`config.mk`:
```
export PLATFORM = sky130hd
export DESIGN_NAME = alu_op_sequencer
export DESIGN_NICKNAME = d
export VERILOG_FILES = /design/src/rtl/alu_op_sequencer.sv
export SDC_FILE = /design/constraint.sdc
export NUM_CORES = 1
export LEC_CHECK = 0
export ABC_CLOCK_PERIOD_IN_PS = 3760
export BUFFER_PORTS_ARGS = -buffer_cell sky130_fd_sc_hd__buf_2
export CAP_MARGIN = 40
export CORE_AREA = 10 10 96 98
export DETAILED_ROUTE_END_ITERATION = 10
export DIE_AREA = 0 0 106 108
export PLACE_DENSITY = 0.74
export SYNTH_ARGS = -nofsm -noshare
export SYNTH_HDL_FRONTEND = slang
export SYNTH_SLANG_ARGS = --single-unit
```
`constraint.sdc`:
```
create_clock -name clk -period 3.76 [get_ports clk]
set_input_delay 0.188 -clock clk [delete_from_list [all_inputs] [get_ports clk]]
set_output_delay 0.188 -clock clk [all_outputs]
set_load 0.03 [all_outputs]
```
`src/rtl/alu_op_sequencer.sv`:
```
// Start/busy/done ALU sequencer: ADD/SUB in one execute cycle, signed Booth MUL over ITER cycles.
// Latency: done two edges after start is sampled (ADD/SUB), ITER+1 edges (MUL); start is ignored while busy.

module adder #(
    parameter int W = 8
) (
    input  logic [W-1:0] a,
    input  logic [W-1:0] b,
    output logic [W-1:0] sum,
    output logic         cout
);
    assign {cout, sum} = {1'b0, a} + {1'b0, b};
endmodule

module subtractor #(
    parameter int W = 8
) (
    input  logic [W-1:0] a,
    input  logic [W-1:0] b,
    output logic [W-1:0] diff,
    output logic         cout
);
    // cout=1 means no borrow
    assign {cout, diff} = {1'b0, a} + {1'b0, ~b} + (W+1)'(1);
endmodule

module alu_op_sequencer #(
    parameter int WIDTH = 8,
    parameter int ITER  = WIDTH
) (
    input  logic               clk,
    input  logic               rst,
    input  logic               start,
    input  logic [1:0]         op,
    input  logic [WIDTH-1:0]   a,
    input  logic [WIDTH-1:0]   b,
    output logic               busy,
    output logic               done,
    output logic [2*WIDTH-1:0] result,
    output logic               cout,
    output logic               ovf
);
    localparam int CW = (ITER > 1) ? $clog2(ITER) : 1;

    typedef enum logic [1:0] {IDLE, EXEC, MUL, DONE} state_t;

    state_t             r_state, w_next;
    logic [1:0]         r_op;
    logic [WIDTH-1:0]   r_m, r_b, r_acc, r_q;
    logic               r_qm1;
    logic [CW-1:0]      r_cnt;

    logic [WIDTH-1:0]   w_x, w_y, w_sum, w_diff;
    logic               w_add_c, w_sub_c, w_add_ovf, w_sub_ovf;
    logic [WIDTH-1:0]   w_booth_a, w_acc_nxt, w_q_nxt;
    logic               w_booth_v, w_sgn, w_last;

    // Shared arithmetic: operands in EXEC, accumulator and multiplicand in MUL
    assign w_x = (r_state == MUL) ? r_acc : r_m;
    assign w_y = (r_state == MUL) ? r_m   : r_b;

    adder #(.W(WIDTH)) u_add (.a(w_x), .b(w_y), .sum(w_sum), .cout(w_add_c));
    subtractor #(.W(WIDTH)) u_sub (.a(w_x), .b(w_y), .diff(w_diff), .cout(w_sub_c));

    assign w_add_ovf = (w_x[WIDTH-1] == w_y[WIDTH-1]) && (w_sum[WIDTH-1]  != w_x[WIDTH-1]);
    assign w_sub_ovf = (w_x[WIDTH-1] != w_y[WIDTH-1]) && (w_diff[WIDTH-1] != w_x[WIDTH-1]);

    // The true sign of A' survives overflow (M=-128), so the shift-in uses it
    always_comb begin
        w_booth_a = r_acc;
        w_booth_v = 1'b0;
        case ({r_q[0], r_qm1})
            2'b10: begin
                w_booth_a = w_diff;
                w_booth_v = w_sub_ovf;
            end
            2'b01: begin
                w_booth_a = w_sum;
                w_booth_v = w_add_ovf;
            end
            default: ;
        endcase
        w_sgn     = w_booth_a[WIDTH-1] ^ w_booth_v;
        w_acc_nxt = {w_sgn, w_booth_a[WIDTH-1:1]};
        w_q_nxt   = {w_booth_a[0], r_q[WIDTH-1:1]};
    end

    assign w_last = (r_cnt == CW'(ITER - 1));

    always_ff @(posedge clk) begin
        if (rst) r_state <= IDLE;
        else     r_state <= w_next;
    end

    always_comb begin
        w_next = r_state;
        busy   = (r_state != IDLE);
        done   = (r_state == DONE);
        case (r_state)
            IDLE: if (start) w_next = (op == 2'b10) ? MUL : EXEC;
            EXEC: w_next = DONE;
            MUL:  if (w_last) w_next = DONE;
            DONE: w_next = IDLE;
            default: w_next = IDLE;
        endcase
    end

    always_ff @(posedge clk) begin
        if (rst) begin
            r_op   <= '0;
            r_m    <= '0;
            r_b    <= '0;
            r_acc  <= '0;
            r_q    <= '0;
            r_qm1  <= 1'b0;
            r_cnt  <= '0;
            result <= '0;
            cout   <= 1'b0;
            ovf    <= 1'b0;
        end else begin
            case (r_state)
                IDLE: if (start) begin
                    r_op  <= op;
                    r_m   <= a;
                    r_b   <= b;
                    r_acc <= '0;
                    r_q   <= b;
                    r_qm1 <= 1'b0;
                    r_cnt <= '0;
                end
                EXEC: begin
                    case (r_op)
                        2'b00: begin
                            result <= {{WIDTH{w_sum[WIDTH-1]}}, w_sum};
                            cout   <= w_add_c;
                            ovf    <= w_add_ovf;
                        end
                        2'b01: begin
                            result <= {{WIDTH{w_diff[WIDTH-1]}}, w_diff};
                            cout   <= w_sub_c;
                            ovf    <= w_sub_ovf;
                        end
                        default: begin
                            result <= '0;
                            cout   <= 1'b0;
                            ovf    <= 1'b0;
                        end
                    endcase
                end
                MUL: begin
                    r_acc <= w_acc_nxt;
                    r_q   <= w_q_nxt;
                    r_qm1 <= r_q[0];
                    r_cnt <= r_cnt + CW'(1);
                    if (w_last) begin
                        result <= {w_acc_nxt, w_q_nxt};
                        cout   <= 1'b0;
                        ovf    <= 1'b0;
                    end
                end
                default: ;
            endcase
        end
    end
endmodule
```
# ---- After elaboration in Yosys (flattened, before gate mapping)
# Index checks and enable logic that the tools add are counted.
# W data, S select, Z words.
dict set report totals {
  register_bits 58
  inputBits 21
  output_inout_bits 20
}
dict set report classes {
  n_reduce_logical 11
  bitwise 2
  muxes 24
  add_sub_neg 4
  n_eq_ne 14
}
# operator n
set op_table {}
lappend op_table {{$pmux W16 S2} 2}
lappend op_table {{$pmux W8 S2} 3}
lappend op_table {{$mux W8} 4}
lappend op_table {{$add A8 B8 Y9} 2}
lappend op_table {{$mux W16} 1}
lappend op_table {{$pmux W1 S2} 6}
lappend op_table {{$add A9 B1 Y9 const B} 1}
lappend op_table {{$eq A2 B2 Y1 const B} 4}
lappend op_table {{$not A8 Y8} 1}
lappend op_table {{$pmux W2 S4} 1}
lappend op_table {{$reduce_and A2 Y1} 4}
lappend op_table {{$eq A2 B1 Y1 const B} 3}
lappend op_table {{$mux W2} 3}
lappend op_table {{$pmux W3 S2} 1}
lappend op_table {{$reduce_bool A2 Y1} 3}
lappend op_table {{$logic_not A2 Y1} 2}
lappend op_table {{$ne A2 B2 Y1 const B} 2}
lappend op_table {{$add A3 B1 Y3 const B} 1}
lappend op_table {{$eq A3 B3 Y1 const B} 1}
lappend op_table {{$mux W3} 1}
lappend op_table {{$ne A1 B1 Y1} 3}
lappend op_table {{$logic_and A1 B1 Y1} 2}
lappend op_table {{$mux W1} 2}
lappend op_table {{$eq A1 B1 Y1} 1}
lappend op_table {{$xor A1 B1 Y1} 1}

# ---- Depth between registers and ports, before layout
# Gate-level depths: netlist (run 1).
dict set report logic_depth {
  ltp_word 11
  depth_mapped 16
  depth_no_buf 13
}

# ---- Modules after synthesis
# Synthesis (run 1) repeated with hierarchy kept, for this count alone.
dict set report unflattened {
  hier_cells 424
  area_unflattened_um2 3570.9
}
# module cells_each n_inst seq_area_each_um2 area_each_um2
set modules_own_cells {}
lappend modules_own_cells {alu_op_sequencer 336 1 1161.1 2912.8}
lappend modules_own_cells {subtractor 49 1 0.0 342.8}
lappend modules_own_cells {adder 39 1 0.0 315.3}

# ---- Least setup slack after synthesis (run 1)
# Ideal clock, no wire load.
dict set report synth_timing {
  path_type {register to register}
  startpoint {register r_state[0]}
  endpoint {register r_acc[7]}
  t_arrival_ns 3.775
  stages_incl_launch_ff 17
  setup_ns 0.096
  path_slack_ns -0.111
  path_buffers 4
  cell_sequence {dfxtp_1 > inv_1 > ha_1 > buf_6 > clkbuf_1 > buf_1 > mux2_2 > ha_1 > clkbuf_1 > nor4_1 > o21ai_1 > a41oi_1 > nor4b_1 > o41ai_1 > nand3_2 > xnor2_1 > o41ai_2}
}
dict set report synth_via {
  elab_chain_len 10
}
# element line
set synth_rtl {}
lappend synth_rtl {{start, declared} 47} ;# state_t r_state, w_next;
lappend synth_rtl {{start signal, assigned} 92} ;# else r_state <= w_next;
lappend synth_rtl {{$eq A2 B2 Y1} {59, 60, 121}}
lappend synth_rtl {{$mux W8} 60} ;# assign w_y = (r_state == MUL) ? r_m : r_b;
lappend synth_rtl {{$not A8 Y8} 24} ;# assign {cout, diff} = {1'b0, a} + {1'b0, ~b} + (W+1)'(1);
lappend synth_rtl {{$add A8 B8 Y9} 24}
lappend synth_rtl {{$add A9 B1 Y9} 24}
lappend synth_rtl {{$ne A1 B1 Y1} 66} ;# assign w_sub_ovf = (w_x[WIDTH-1] != w_y[WIDTH-1]) && (w_diff[WIDTH-1] != w_x[WIDTH-1]);
lappend synth_rtl {{$logic_and A1 B1 Y1} 66}
lappend synth_rtl {{$pmux W1 S2} 72} ;# case ({r_q[0], r_qm1})
lappend synth_rtl {{$xor A1 B1 Y1} 83} ;# w_sgn = w_booth_a[WIDTH-1] ^ w_booth_v;
lappend synth_rtl {{$pmux W8 S2} 121} ;# case (r_state)
lappend synth_rtl {{end signal, assigned} 151} ;# r_acc <= w_acc_nxt;
lappend synth_rtl {{end, declared} 49} ;# logic [WIDTH-1:0] r_m, r_b, r_acc, r_q;
# Several ways; a longest one is shown, not always the timed one.
# A chain may end at the register's enable or synchronous reset.

# ---- Worst setup path in the final report (run 1)
# Ends and elaborated chain as after synthesis.

==> results.txt, run 1 <==
Placed cell area = 4020 um2
Slew @ Worst Pin = 676 ps
Number of routed nets with antenna violations = 0
Number of instances in the synthesized netlist = 466
Starting DRC count in detailed routing = 234
Category of the worst setup path launch point = register
Commonest cells after routing, fill and taps aside = 59 x sky130_fd_sc_hd__nand2_1, 58 x sky130_fd_sc_hd__dfxtp_1, 50 x sky130_fd_sc_hd__nor2_1
Most frequent standard cell in the layout excluding fill and tap cells = sky130_fd_sc_hd__nand2_1
Height of the die = 108 um
Worst clock skew = 14.3 ps
Worst Setup End Kind = register
Peak supply drop = 355 uV
DR vias/cell = 5.71
Register area share after synthesis = 30.9%
CORE AREA = 7450 um2
Total setup violations reported at the end of the flow = 0
Worst reg2reg path depth = 12
Final Power = 3.32 mW
Die width = 106 um
Status = finished clean
Fraction of final layout cells sized beyond drive strength 1 = 18.3%
Buffers on Ports = 40
Highest achievable clock rate = 287 MHz
# clock sinks = 58
RePlAce Congestion = 0.896
Worst-path fanout max = 17
Category of the most critical setup path = reg -> reg
Netlist Area Pre-Place = 3750 um2
Sum Neg Setup Slack = 0 ps
Total power density per cell area = 788 nW/um2
Number of nets in the final layout = 538
Number of distinct standard cells referenced by the synthesized netlist = 58
RR Endpoint = r_acc[7]$_SDFFE_PP0P_
Clock tree buffer depth = 2
Grt ovf = 0
Vias in the first global route = 3270
Number of flops mapped to enable cells by yosys = 0
CTS-repair resized insts = 0
Count of maximum capacitance violations = 0
Clock transition at the registers of the reported paths = 80 ps
Post-CTS setup-driven buffer insertion count = 0
Overall die area = 11400 um2
Flop-to-flop setup slack = 280 ps
Maximum level of the CTS H-tree = 3
Share of the cycle needed by the critical path after routing = 92.6%
Insertion delay to the later sink of the worst-skew pair = 360 ps
Syn. warnings = 0
Synthesized netlist net count = 511
Antenna fix cells = 0
Number of synthesized register bits = 58
Worst max-slew margin expressed relative to the limit = 55.0%
CTS tree = yes
Total wirelength of the detailed-routed design = 10400 um
Crit path arrival time = 3730 ps
Worst reg2reg startpoint = r_state[0]$_SDFFE_PP0P_
Global router's overall resource usage = 18.2%
Total number of vias = 3426
RSZ-0062 raised after global routing = false
Inserted Clock Buffers = 9
Endpoints failing hold = 0
Placed wire-length estimate = 7890 um
Type of the worst min-delay path = in -> reg
Wire length of the first global-routing pass = 16600 um
Pre-Repair DR Iteration Count = 4
Most common flop cell mapped by yosys = sky130_fd_sc_hd__dfxtp_1
I/O Pins = 41
Worst Hold End = r_m[4]$_SDFFE_PP0P_
Worst Path Required = 4010 ps
Leak Pwr = 1.72 nW
Per-cell routed wire length = 17.3 um
Pin count of the biggest net entering global routing = 40
Effective utilization at floorplan = 50.4%
Number of max-slew violations in the final report = 0
Final critical-path required period = 3480 ps
Filler cell count in the final layout = 735
Fin area = 4220 um2
Share of flip-flops with an asynchronous set or reset = 0%
Hold_sp = a[4]
Antenna violations before repair = 0
Area growth, synth to finish = 12.3%
Number of cells on the worst hold path = 3
CP Launch Point = r_state[0]$_SDFFE_PP0P_
CTS root buf = sky130_fd_sc_hd__clkbuf_8
Average cell area after synthesis = 8.06 um2
Hold Buf Count CTS = 0
Post-detailed-route DRC marker count = 0
Site row count = 32
-- kinds of logic (layout without fill, tap and decap cells) --
family / count (synthesis) / after routing / synth area share [%]
AOI/OAI and AO/OA: 120 / 120 / 22.5
and+or+nand+nor: 160 / 160 / 19.5
buffers and inverters: 59 / 91 / 6.30
muxes: 30 / 30 / 8.96
adders and majority gates: 24 / 24 / 8.40
xor gates and xnor gates: 15 / 15 / 3.50
DFF: 58 / 58 / 30.9
-- state kept, by name, summed over array words and instances (netlist names) --
name / flops
r_m: 8
r_state: 2
result: 16
r_cnt: 3
r_acc: 8
cout: 1
r_q: 8
ovf: 1
r_b: 8
r_qm1: 1
r_op: 2
-- final cells by class --
type	count	area (um2)	area share, %
inverters	29	109	2.58
repair buffers	46	258	6.11
multi-input cells	349	2380	56.5
clock inverters	6	41.3	0.979
flip-flops and latches	58	1160	27.5
well taps	102	128	3.03
clock buffers	10	138	3.26
-- cells in the mapped netlist (2+ instances only) --
| cell type | count | area (um2) |
|---|---|---|
| sky130_fd_sc_hd__nand2_1 | 59 | 221 |
| sky130_fd_sc_hd__dfxtp_1 | 58 | 1160 |
| sky130_fd_sc_hd__nor2_1 | 50 | 188 |
| sky130_fd_sc_hd__a21oi_1 | 38 | 190 |
| sky130_fd_sc_hd__inv_1 | 29 | 109 |
| sky130_fd_sc_hd__clkbuf_1 | 23 | 86.3 |
| sky130_fd_sc_hd__ha_1 | 22 | 275 |
| sky130_fd_sc_hd__a211oi_1 | 19 | 143 |
| sky130_fd_sc_hd__mux2_2 | 15 | 169 |
| sky130_fd_sc_hd__o21ai_0 | 14 | 70.1 |
| sky130_fd_sc_hd__mux2i_1 | 13 | 130 |
| sky130_fd_sc_hd__nand2b_1 | 11 | 68.8 |
| sky130_fd_sc_hd__xnor2_1 | 10 | 87.6 |
| sky130_fd_sc_hd__nor3_1 | 8 | 40.0 |
| sky130_fd_sc_hd__a221oi_1 | 7 | 61.3 |
| sky130_fd_sc_hd__a22oi_1 | 7 | 52.6 |
| sky130_fd_sc_hd__nand3_1 | 7 | 35.0 |
| sky130_fd_sc_hd__and2_1 | 5 | 31.3 |
| sky130_fd_sc_hd__buf_1 | 5 | 18.8 |
| sky130_fd_sc_hd__o21ai_1 | 5 | 25.0 |
| sky130_fd_sc_hd__xor2_1 | 5 | 43.8 |
| sky130_fd_sc_hd__nand3b_1 | 4 | 30.0 |
| sky130_fd_sc_hd__a21o_1 | 3 | 22.5 |
| sky130_fd_sc_hd__nand4_1 | 3 | 18.8 |
| sky130_fd_sc_hd__a221o_1 | 2 | 20.0 |
| sky130_fd_sc_hd__a2bb2oi_1 | 2 | 17.5 |
| sky130_fd_sc_hd__a41oi_1 | 2 | 17.5 |
| sky130_fd_sc_hd__buf_6 | 2 | 22.5 |
| sky130_fd_sc_hd__fa_1 | 2 | 40.0 |
| sky130_fd_sc_hd__nand3_2 | 2 | 20.0 |
| sky130_fd_sc_hd__nor2b_1 | 2 | 12.5 |
| sky130_fd_sc_hd__nor3b_1 | 2 | 15.0 |
| sky130_fd_sc_hd__o211ai_1 | 2 | 15.0 |
| sky130_fd_sc_hd__o22ai_1 | 2 | 12.5 |
| sky130_fd_sc_hd__o31ai_1 | 2 | 15.0 |
| sky130_fd_sc_hd__o41ai_2 | 2 | 32.5 |
-- per-stage QoR --
step	worst slack, ps	hold WS (ps)	utilization, %	std cells
floorplan	8.17	324	-	466
global placement	238	429	53.6	583
detailed placement	168	435	53.9	584
CTS	104	54.6	56.3	600
global route	36.0	80.0	56.6	600
finish	278	61.5	56.6	600
-- layer usage --
metal | vias up | GRT usage (%) | share of wire [%]
li1 | 1684 | - | -
met1 | 1608 | 22.9 | 46
met2 | 115 | 29.1 | 46
met3 | 19 | 4.52 | 5.9
met4 | 0 | 7.83 | 2.5
met5 | - | 0 | 0
-- how the worst max path moves through the flow --
stage	endpoint	slack, ps
final	r_acc[7]$_SDFFE_PP0P_	280
after global routing	r_acc[7]$_SDFFE_PP0P_	40
after CTS	r_acc[7]$_SDFFE_PP0P_	100
after detailed placement	r_acc[7]$_SDFFE_PP0P_	170
after global placement	result[15]$_SDFFE_PP0P_	240
after floorplan	r_acc[7]$_SDFFE_PP0P_	8
-- worst max-delay path: stages, from the launching register on --
cell,delay (ps)
sky130_fd_sc_hd__dfxtp_1,330
sky130_fd_sc_hd__inv_1,150
sky130_fd_sc_hd__ha_4,290
sky130_fd_sc_hd__mux2_2,380
sky130_fd_sc_hd__ha_1,340
sky130_fd_sc_hd__nor4_1,290
sky130_fd_sc_hd__o21ai_1,160
sky130_fd_sc_hd__a41oi_2,280
sky130_fd_sc_hd__nor4b_1,90
sky130_fd_sc_hd__o41ai_1,440
sky130_fd_sc_hd__nand3_2,160
sky130_fd_sc_hd__xnor2_1,190
sky130_fd_sc_hd__o41ai_2,280
-- power by group --
group	internal, mW	switching (mW)
Clock	0.257	0.296
Combinational	0.670	1.24
Sequential	0.750	0.112
Total	1.68	1.65
No activity file was read; power rests on OpenSTA's default activity.
==> run 2: changes to the inputs <==
==> config.mk (replaced) <==
export PLATFORM = sky130hd
export DESIGN_NAME = alu_op_sequencer
export DESIGN_NICKNAME = d
export VERILOG_FILES = /design/src/rtl/alu_op_sequencer.sv
export SDC_FILE = /design/constraint.sdc
export NUM_CORES = 1
export LEC_CHECK = 0
export BUFFER_PORTS_ARGS = -buffer_cell sky130_fd_sc_hd__buf_2
export CAP_MARGIN = 40
export CORE_AREA = 10 10 94 96
export DETAILED_ROUTE_END_ITERATION = 10
export DIE_AREA = 0 0 104 106
export PLACE_DENSITY = 0.74
export SYNTH_ARGS = -nofsm -noshare
export SYNTH_HDL_FRONTEND = slang
export SYNTH_HIERARCHICAL = 1
export SYNTH_SLANG_ARGS = --single-unit
==> run 2 against run 1 <==
  * Final cell count decreased by 6.3%
  * Register-to-register slack got worse by 50 ps
  * Wire length decreased by 14%
  * Setup slack got worse by 47 ps
  * Via count down 8.1%
  * Synthesized cell count decreased by 9.0%
==> results.txt, run 2 <==
Status = finished clean
Hold Buf Count CTS = 0
Starting DRC count in detailed routing = 180
Total power density per cell area = 868 nW/um2
Commonest cells after routing, fill and taps aside = 58 x sky130_fd_sc_hd__dfxtp_1, 50 x sky130_fd_sc_hd__nand2_1, 48 x sky130_fd_sc_hd__nor2_1
Commonest cells post-synth = 58 x sky130_fd_sc_hd__dfxtp_1, 50 x sky130_fd_sc_hd__nand2_1, 48 x sky130_fd_sc_hd__nor2_1
Number of instances in the synthesized netlist = 424
Site row count = 31
Type of the worst min-delay path = in -> reg
Number of synthesized register bits = 58
Filler cell count in the final layout = 641
Pin count of the biggest net entering global routing = 40
Worst Setup End Kind = register
Category of the most critical setup path = reg -> reg
Cell types occupying the most area after synthesis = sky130_fd_sc_hd__dfxtp_1 33%, sky130_fd_sc_hd__ha_1 8.1%, sky130_fd_sc_hd__mux2_2 7.6%, sky130_fd_sc_hd__a21oi_1 6.2%, sky130_fd_sc_hd__nand2_1 5.3%
I/O Pins = 41
Most common flop cell mapped by yosys = sky130_fd_sc_hd__dfxtp_1
Final critical-path required period = 3530 ps
Effective utilization at floorplan = 50.6%
Share of flip-flops with an asynchronous set or reset = 0%
Max reg flops = 16
Worst-path fanout max = 7
Total wirelength of the detailed-routed design = 8950 um
Sum Neg Setup Slack = 0 ps
Area growth, synth to finish = 14.6%
CTS tree = yes
Inserted Clock Buffers = 9
Clock transition at the registers of the reported paths = 70 ps
Synthesized netlist net count = 470
Post-synth top area cell = sky130_fd_sc_hd__dfxtp_1
Cell with the biggest individual delay on the critical path = sky130_fd_sc_hd__mux2_2
Worst path cell trace = inv_1 > ha_4 > clkbuf_4 > mux2_2 > ha_1 > a211oi_2 > nor2_1 > a311o_1 > nand3_1 > or2b_1 > mux2i_2 > a32oi_2 > xnor2_1 > a2111oi_2
Number of max-slew violations in the final report = 0
Category of the worst setup path launch point = register
Number of flops mapped to enable cells by yosys = 0
Worst clock skew = 6.73 ps
Buffers on Ports = 40
Fraction of final layout cells sized beyond drive strength 1 = 22.0%
Highest achievable clock rate = 283 MHz
Library cell with the highest instance count after synthesis = sky130_fd_sc_hd__dfxtp_1
Average cell area after synthesis = 8.42 um2
CP Buf/Inv Count = 2
Leak Pwr = 1.70 nW
CORE AREA = 7060 um2
Total number of vias = 3148
Most frequent standard cell in the layout excluding fill and tap cells = sky130_fd_sc_hd__dfxtp_1
# clock sinks = 58
Number of distinct standard cells referenced by the synthesized netlist = 55
Number of routed nets with antenna violations = 0
CTS root buf = sky130_fd_sc_hd__clkbuf_8
Largest reg by FF count = result
Overall die area = 11000 um2
Post-detailed-route DRC marker count = 0
Synth top area share = 32.5%
Vias in the first global route = 3009
Placed wire-length estimate = 6620 um
Slew @ Worst Pin = 751 ps
Wire length of the first global-routing pass = 14400 um
Register area share after synthesis = 32.5%
Worst Path Required = 4000 ps
Height of the die = 106 um
Die width = 104 um
Total setup violations reported at the end of the flow = 0
Fin area = 4090 um2
Number of nets in the final layout = 504
Highest cell delay on the worst timing path = 370 ps
Global router's overall resource usage = 15.7%
Final std cells w/o fill = 562
Placed cell area = 3810 um2
Count of maximum capacitance violations = 0
Endpoints failing hold = 0
Syn. warnings = 6
Crit path arrival time = 3770 ps
Multi-input logic area = 2210 um2
Seq. cell area = 1160 um2
RePlAce Congestion = 0.848
Category of cells accounting for the largest share of critical-path delay = compound AO/OA/AOI/OAI gates
Peak supply drop = 323 uV
Antenna violations before repair = 0
Maximum level of the CTS H-tree = 3
Pre-Repair DR Iteration Count = 5
Antenna fix cells = 0
Insertion delay to the later sink of the worst-skew pair = 350 ps
Clock tree buffer depth = 2
Netlist Area Pre-Place = 3570 um2
Cell Count Post-Placement = 545
Grt ovf = 0
RSZ-0062 raised after global routing = false
Worst max-slew margin expressed relative to the limit = 49.8%
DR vias/cell = 5.60
Share of the cycle needed by the critical path after routing = 93.9%
Per-cell routed wire length = 15.9 um
run 2: cell types whose count changed in the layout (fill, tap and decap cells not counted), sizes merged, moves of 4 or more:
cell / change
nand2: -9
xor2: -4
a221o: +5
mux2: +8
nand2b: -8
inv: -10
a21oi: +5
o211ai: +6
o21ai: -8
mux2i: -5
a22oi: -5
run 2: per-stage QoR:
| step | setup WS (ps) | hold WS (ps) | power [mW] | utilization, % |
|---|---|---|---|---|
| after floorplan | 192 | 324 | 2.36 | - |
| after global placement | 301 | 431 | 2.72 | 53.7 |
| after detailed placement | 140 | 433 | 2.77 | 54.0 |
| after CTS | 102 | 66.5 | 3.50 | 57.4 |
| after global routing | 9.44 | 94.1 | 3.80 | 58.0 |
| final | 231 | 72.9 | 3.55 | 58.0 |
run 2: cell type report:
cell class	instances	area share, %
tap	99	3.03
inverter	21	1.93
sequential	58	28.4
multi-input combinational	320	54.0
clock buffer	12	3.55
timing repair buffer	48	6.76
clock inverter	4	2.42
run 2: logic make-up (layout without fill, tap and decap cells):
kind of cell / after synthesis / count (layout) / share of synthesized area [%]
buffers and inverters: 46 / 85 / 6.45
XOR/XNOR: 10 / 10 / 2.45
AND/OR/NAND/NOR: 141 / 141 / 18.1
adder cells (fa/ha/maj): 25 / 25 / 9.18
multiplexers: 33 / 33 / 10.1
AO/OA/AOI/OAI: 111 / 111 / 21.2
flip-flops: 58 / 58 / 32.5
run 2: power breakdown:
part | switching (mW) | leakage, nW | internal [mW] | total (mW)
Clock | 0.258 | 0.121 | 0.460 | 0.718
Sequential | 0.0996 | 0.475 | 0.756 | 0.855
Combinational | 1.21 | 1.10 | 0.774 | 1.98
Total | 1.56 | 1.70 | 1.99 | 3.55
run 2: layer usage:
metal | share of wire (%) | routed length [um] | global-route usage (%)
met1 | 48 | 4300 | 20.3
met2 | 44 | 3970 | 24.5
met3 | 6.4 | 573 | 3.74
met4 | 1.2 | 108 | 6.86
met5 | 0 | 0 | 0
run 2: final timing paths:
kind                                              start                     to  slack [ps]  cells after the start
worst max register to register  r_state[0]$_SDFFE_PP0P_  r_acc[7]$_SDFFE_PP0P_         230                     14
worst min-delay path                               a[1]    r_m[1]$_SDFFE_PP0P_          70                      3
worst min register to register      r_b[6]$_SDFFE_PP0P_    r_b[6]$_SDFFE_PP0P_         470                      2
worst max-delay path            r_state[0]$_SDFFE_PP0P_  r_acc[7]$_SDFFE_PP0P_         230                     14
run 2: worst register-to-register path, cell delays in order, from the launching register on:
cell and delay, ps:
sky130_fd_sc_hd__dfxtp_1 330, sky130_fd_sc_hd__inv_1 130, sky130_fd_sc_hd__ha_4 220, sky130_fd_sc_hd__clkbuf_4 210, sky130_fd_sc_hd__mux2_2 370, sky130_fd_sc_hd__ha_1 260
sky130_fd_sc_hd__a211oi_2 240, sky130_fd_sc_hd__nor2_1 110, sky130_fd_sc_hd__a311o_1 360, sky130_fd_sc_hd__nand3_1 130, sky130_fd_sc_hd__or2b_1 250, sky130_fd_sc_hd__mux2i_2 190
sky130_fd_sc_hd__a32oi_2 120, sky130_fd_sc_hd__xnor2_1 190, sky130_fd_sc_hd__a2111oi_2 300
run 2: repair_timing:
item                       CTS  global route
buffers inserted             0             1
setup endpoints to repair    0             3
gates resized for setup      0             7
==> run 3: changes to the inputs <==
==> constraint.sdc (replaced) <==
create_clock -name clk -period 2.9 [get_ports clk]
set_input_delay 0.145 -clock clk [delete_from_list [all_inputs] [get_ports clk]]
set_output_delay 0.145 -clock clk [all_outputs]
set_load 0.03 [all_outputs]
==> run 3 against run 2 <==
  * The flow now finishes with violations (setup timing)
  * Sequential share of layout area shrank 5.4 points
  * Combinational power rose by 100%
  * First-iteration DRC count rose by 29%
  * Design area rose by 24%
  * Final cell count grew 9.6%
  * Flip-flop and latch count stayed put
  * Clock skew decreased by 2.0 ps
  * Sequential power rose by 31%
  * Via count rose by 15%
  * Setup slack worse by 650 ps
  * Largest power group unchanged
  * Highest routed layer unchanged
==> results.txt, run 3 (synthesized netlist as in run 2, its figures left out) <==
Status = finished with violations
Failing checks = setup timing
Effective utilization at floorplan = 50.6%
Vias in the first global route = 3710
Grt ovf = 0
Buffers on Ports = 40
Worst max-slew margin expressed relative to the limit = 48.1%
Final critical-path required period = 3320 ps
Antenna fix cells = 0
Category of the most critical setup path = reg -> reg
Pre-Repair DR Iteration Count = 5
Worst-path fanout max = 8
Max reg flops = 16
Post-Place Setup Slack = -436 ps
Worst Path Required = 3130 ps
Met3 usage in global routing = 3.93%
Overall die area = 11000 um2
Site row count = 31
Total setup violations reported at the end of the flow = 16
RSZ-0062 raised after global routing = true
Leak Pwr = 2.08 nW
Number of max-slew violations in the final report = 0
Crit path arrival time = 3550 ps
Starting DRC count in detailed routing = 232
Height of the die = 106 um
Peak supply drop = 537 uV
Endpoints failing hold = 0
Inserted Clock Buffers = 9
Fraction of final layout cells sized beyond drive strength 1 = 42.9%
Final std cells w/o fill = 616
Most congested layer reported by global routing = met2
Hold Buf Count CTS = 0
Category of the worst setup path launch point = register
Count of maximum capacitance violations = 0
Slew @ Worst Pin = 778 ps
Insertion delay to the later sink of the worst-skew pair = 340 ps
Area growth, synth to finish = 41.9%
Total number of vias = 3620
RePlAce Congestion = 0.822
Number of nets in the final layout = 560
Largest reg by FF count = result
Maximum level of the CTS H-tree = 3
Type of the worst min-delay path = in -> reg
Antenna violations before repair = 0
I/O Pins = 41
Post-detailed-route DRC marker count = 0
Most frequent standard cell in the layout excluding fill and tap cells = sky130_fd_sc_hd__dfxtp_1
Total wirelength of the detailed-routed design = 11700 um
Total power density per cell area = 1190 nW/um2
Placed wire-length estimate = 7230 um
Met1 GRT Util = 20.9%
CORE AREA = 7060 um2
Worst clock skew = 4.73 ps
CTS tree = yes
Setup ws final = -423 ps
DR vias/cell = 5.88
Die width = 104 um
Clock transition at the registers of the reported paths = 70 ps
Wire length of the first global-routing pass = 17900 um
Met2 global-route usage = 36.3%
Global router's overall resource usage = 19.5%
Number of routed nets with antenna violations = 0
CTS root buf = sky130_fd_sc_hd__clkbuf_8
Commonest cells after routing, fill and taps aside = 57 x sky130_fd_sc_hd__dfxtp_1, 49 x sky130_fd_sc_hd__nand2_1, 49 x sky130_fd_sc_hd__buf_4
Clock tree buffer depth = 2
Worst Setup End Kind = register
Highest achievable clock rate = 301 MHz
Share of the cycle needed by the critical path after routing = 115%
Cell Count Post-Placement = 583
Pin count of the biggest net entering global routing = 35
# clock sinks = 58
Per-cell routed wire length = 19.0 um
==> run 3: changes by cell type in the layout (fill, tap and decap cells not counted), moves of 4 or more <==
cell,before,now
sky130_fd_sc_hd__mux2_2,24,7
sky130_fd_sc_hd__o21ai_0,8,4
sky130_fd_sc_hd__ha_1,22,7
sky130_fd_sc_hd__a211oi_1,16,10
sky130_fd_sc_hd__inv_1,20,16
sky130_fd_sc_hd__nor2_1,48,44
sky130_fd_sc_hd__ha_4,1,13
sky130_fd_sc_hd__a21oi_1,44,35
sky130_fd_sc_hd__a21oi_2,0,7
sky130_fd_sc_hd__a211oi_2,1,6
sky130_fd_sc_hd__buf_6,1,11
sky130_fd_sc_hd__buf_4,5,49
sky130_fd_sc_hd__mux2_4,0,17
==> run 3: per-stage QoR <==
stage | area, um2 | utilization [%] | hold slack, ps | total power, mW | TNS [ps]
2_1_floorplan | 3730 | - | 281 | 3.22 | -686
3_3_place_gp | 4220 | 59.7 | 385 | 3.94 | -2740
3_5_place_dp | 4240 | 60.0 | 394 | 4.04 | -4480
4_1_cts | 4850 | 68.6 | 32.0 | 5.48 | -1350
5_1_grt | 5070 | 71.8 | 51.9 | 6.35 | -4470
6_report | 5070 | 71.8 | 36.0 | 6.04 | -3150
==> run 3: area by class of cell <==
type / instances / area, um2
multi-input cells: 320 / 2710
fillers: 532 / 1990
flip-flops and latches: 58 / 1160
repair buffers: 104 / 767
clock buffers: 12 / 165
well taps: 99 / 124
inverters: 21 / 81.3
clock inverters: 2 / 60.1
==> run 3: final timing paths <==
check	endpoint	from	depth (start not counted)	slack, ps
worst min register to register	r_b[0]$_SDFFE_PP0P_	r_b[0]$_SDFFE_PP0P_	2	460
worst max register to register	r_acc[7]$_SDFFE_PP0P_	r_state[0]$_SDFFE_PP0P_	13	-420
worst min-delay path	r_m[2]$_SDFFE_PP0P_	a[2]	3	40
worst max-delay path	r_acc[7]$_SDFFE_PP0P_	r_state[0]$_SDFFE_PP0P_	13	-420
==> run 3: worst max-delay path, cell delays in order (launching register included) <==
cell and delay [ps]:
sky130_fd_sc_hd__dfxtp_2 330, sky130_fd_sc_hd__inv_2 70, sky130_fd_sc_hd__ha_4 180, sky130_fd_sc_hd__buf_12 150
sky130_fd_sc_hd__mux2_4 330, sky130_fd_sc_hd__ha_4 270, sky130_fd_sc_hd__or2b_4 260, sky130_fd_sc_hd__a311o_1 330
sky130_fd_sc_hd__nand3_2 110, sky130_fd_sc_hd__or2b_1 270, sky130_fd_sc_hd__mux2i_2 230, sky130_fd_sc_hd__a32oi_2 130
sky130_fd_sc_hd__xnor2_1 210, sky130_fd_sc_hd__a2111oi_2 330
==> run 3: per-layer routing <==
layer  share of wire, %  vias up  routed length [um]
met1                 39     1774                4530
met5                  0        -                   0
met2                 53      130                6180
li1                   -     1681                   -
met3                5.1       35                 591
met4                3.3        0                 386
==> run 3: report_power, final <==
part / leakage [nW] / internal [mW] / switching [mW]
logic: 1.49 / 1.86 / 2.19
clock network: 0.115 / 0.545 / 0.324
registers: 0.476 / 0.981 / 0.141
==> run 3: what timing repair did <==
item | 4_1_cts | 5_1_grt
buffers inserted | 11 | 8
setup endpoints to repair | 19 | 21
pin swaps | 26 | 22
resized for setup | 64 | 35
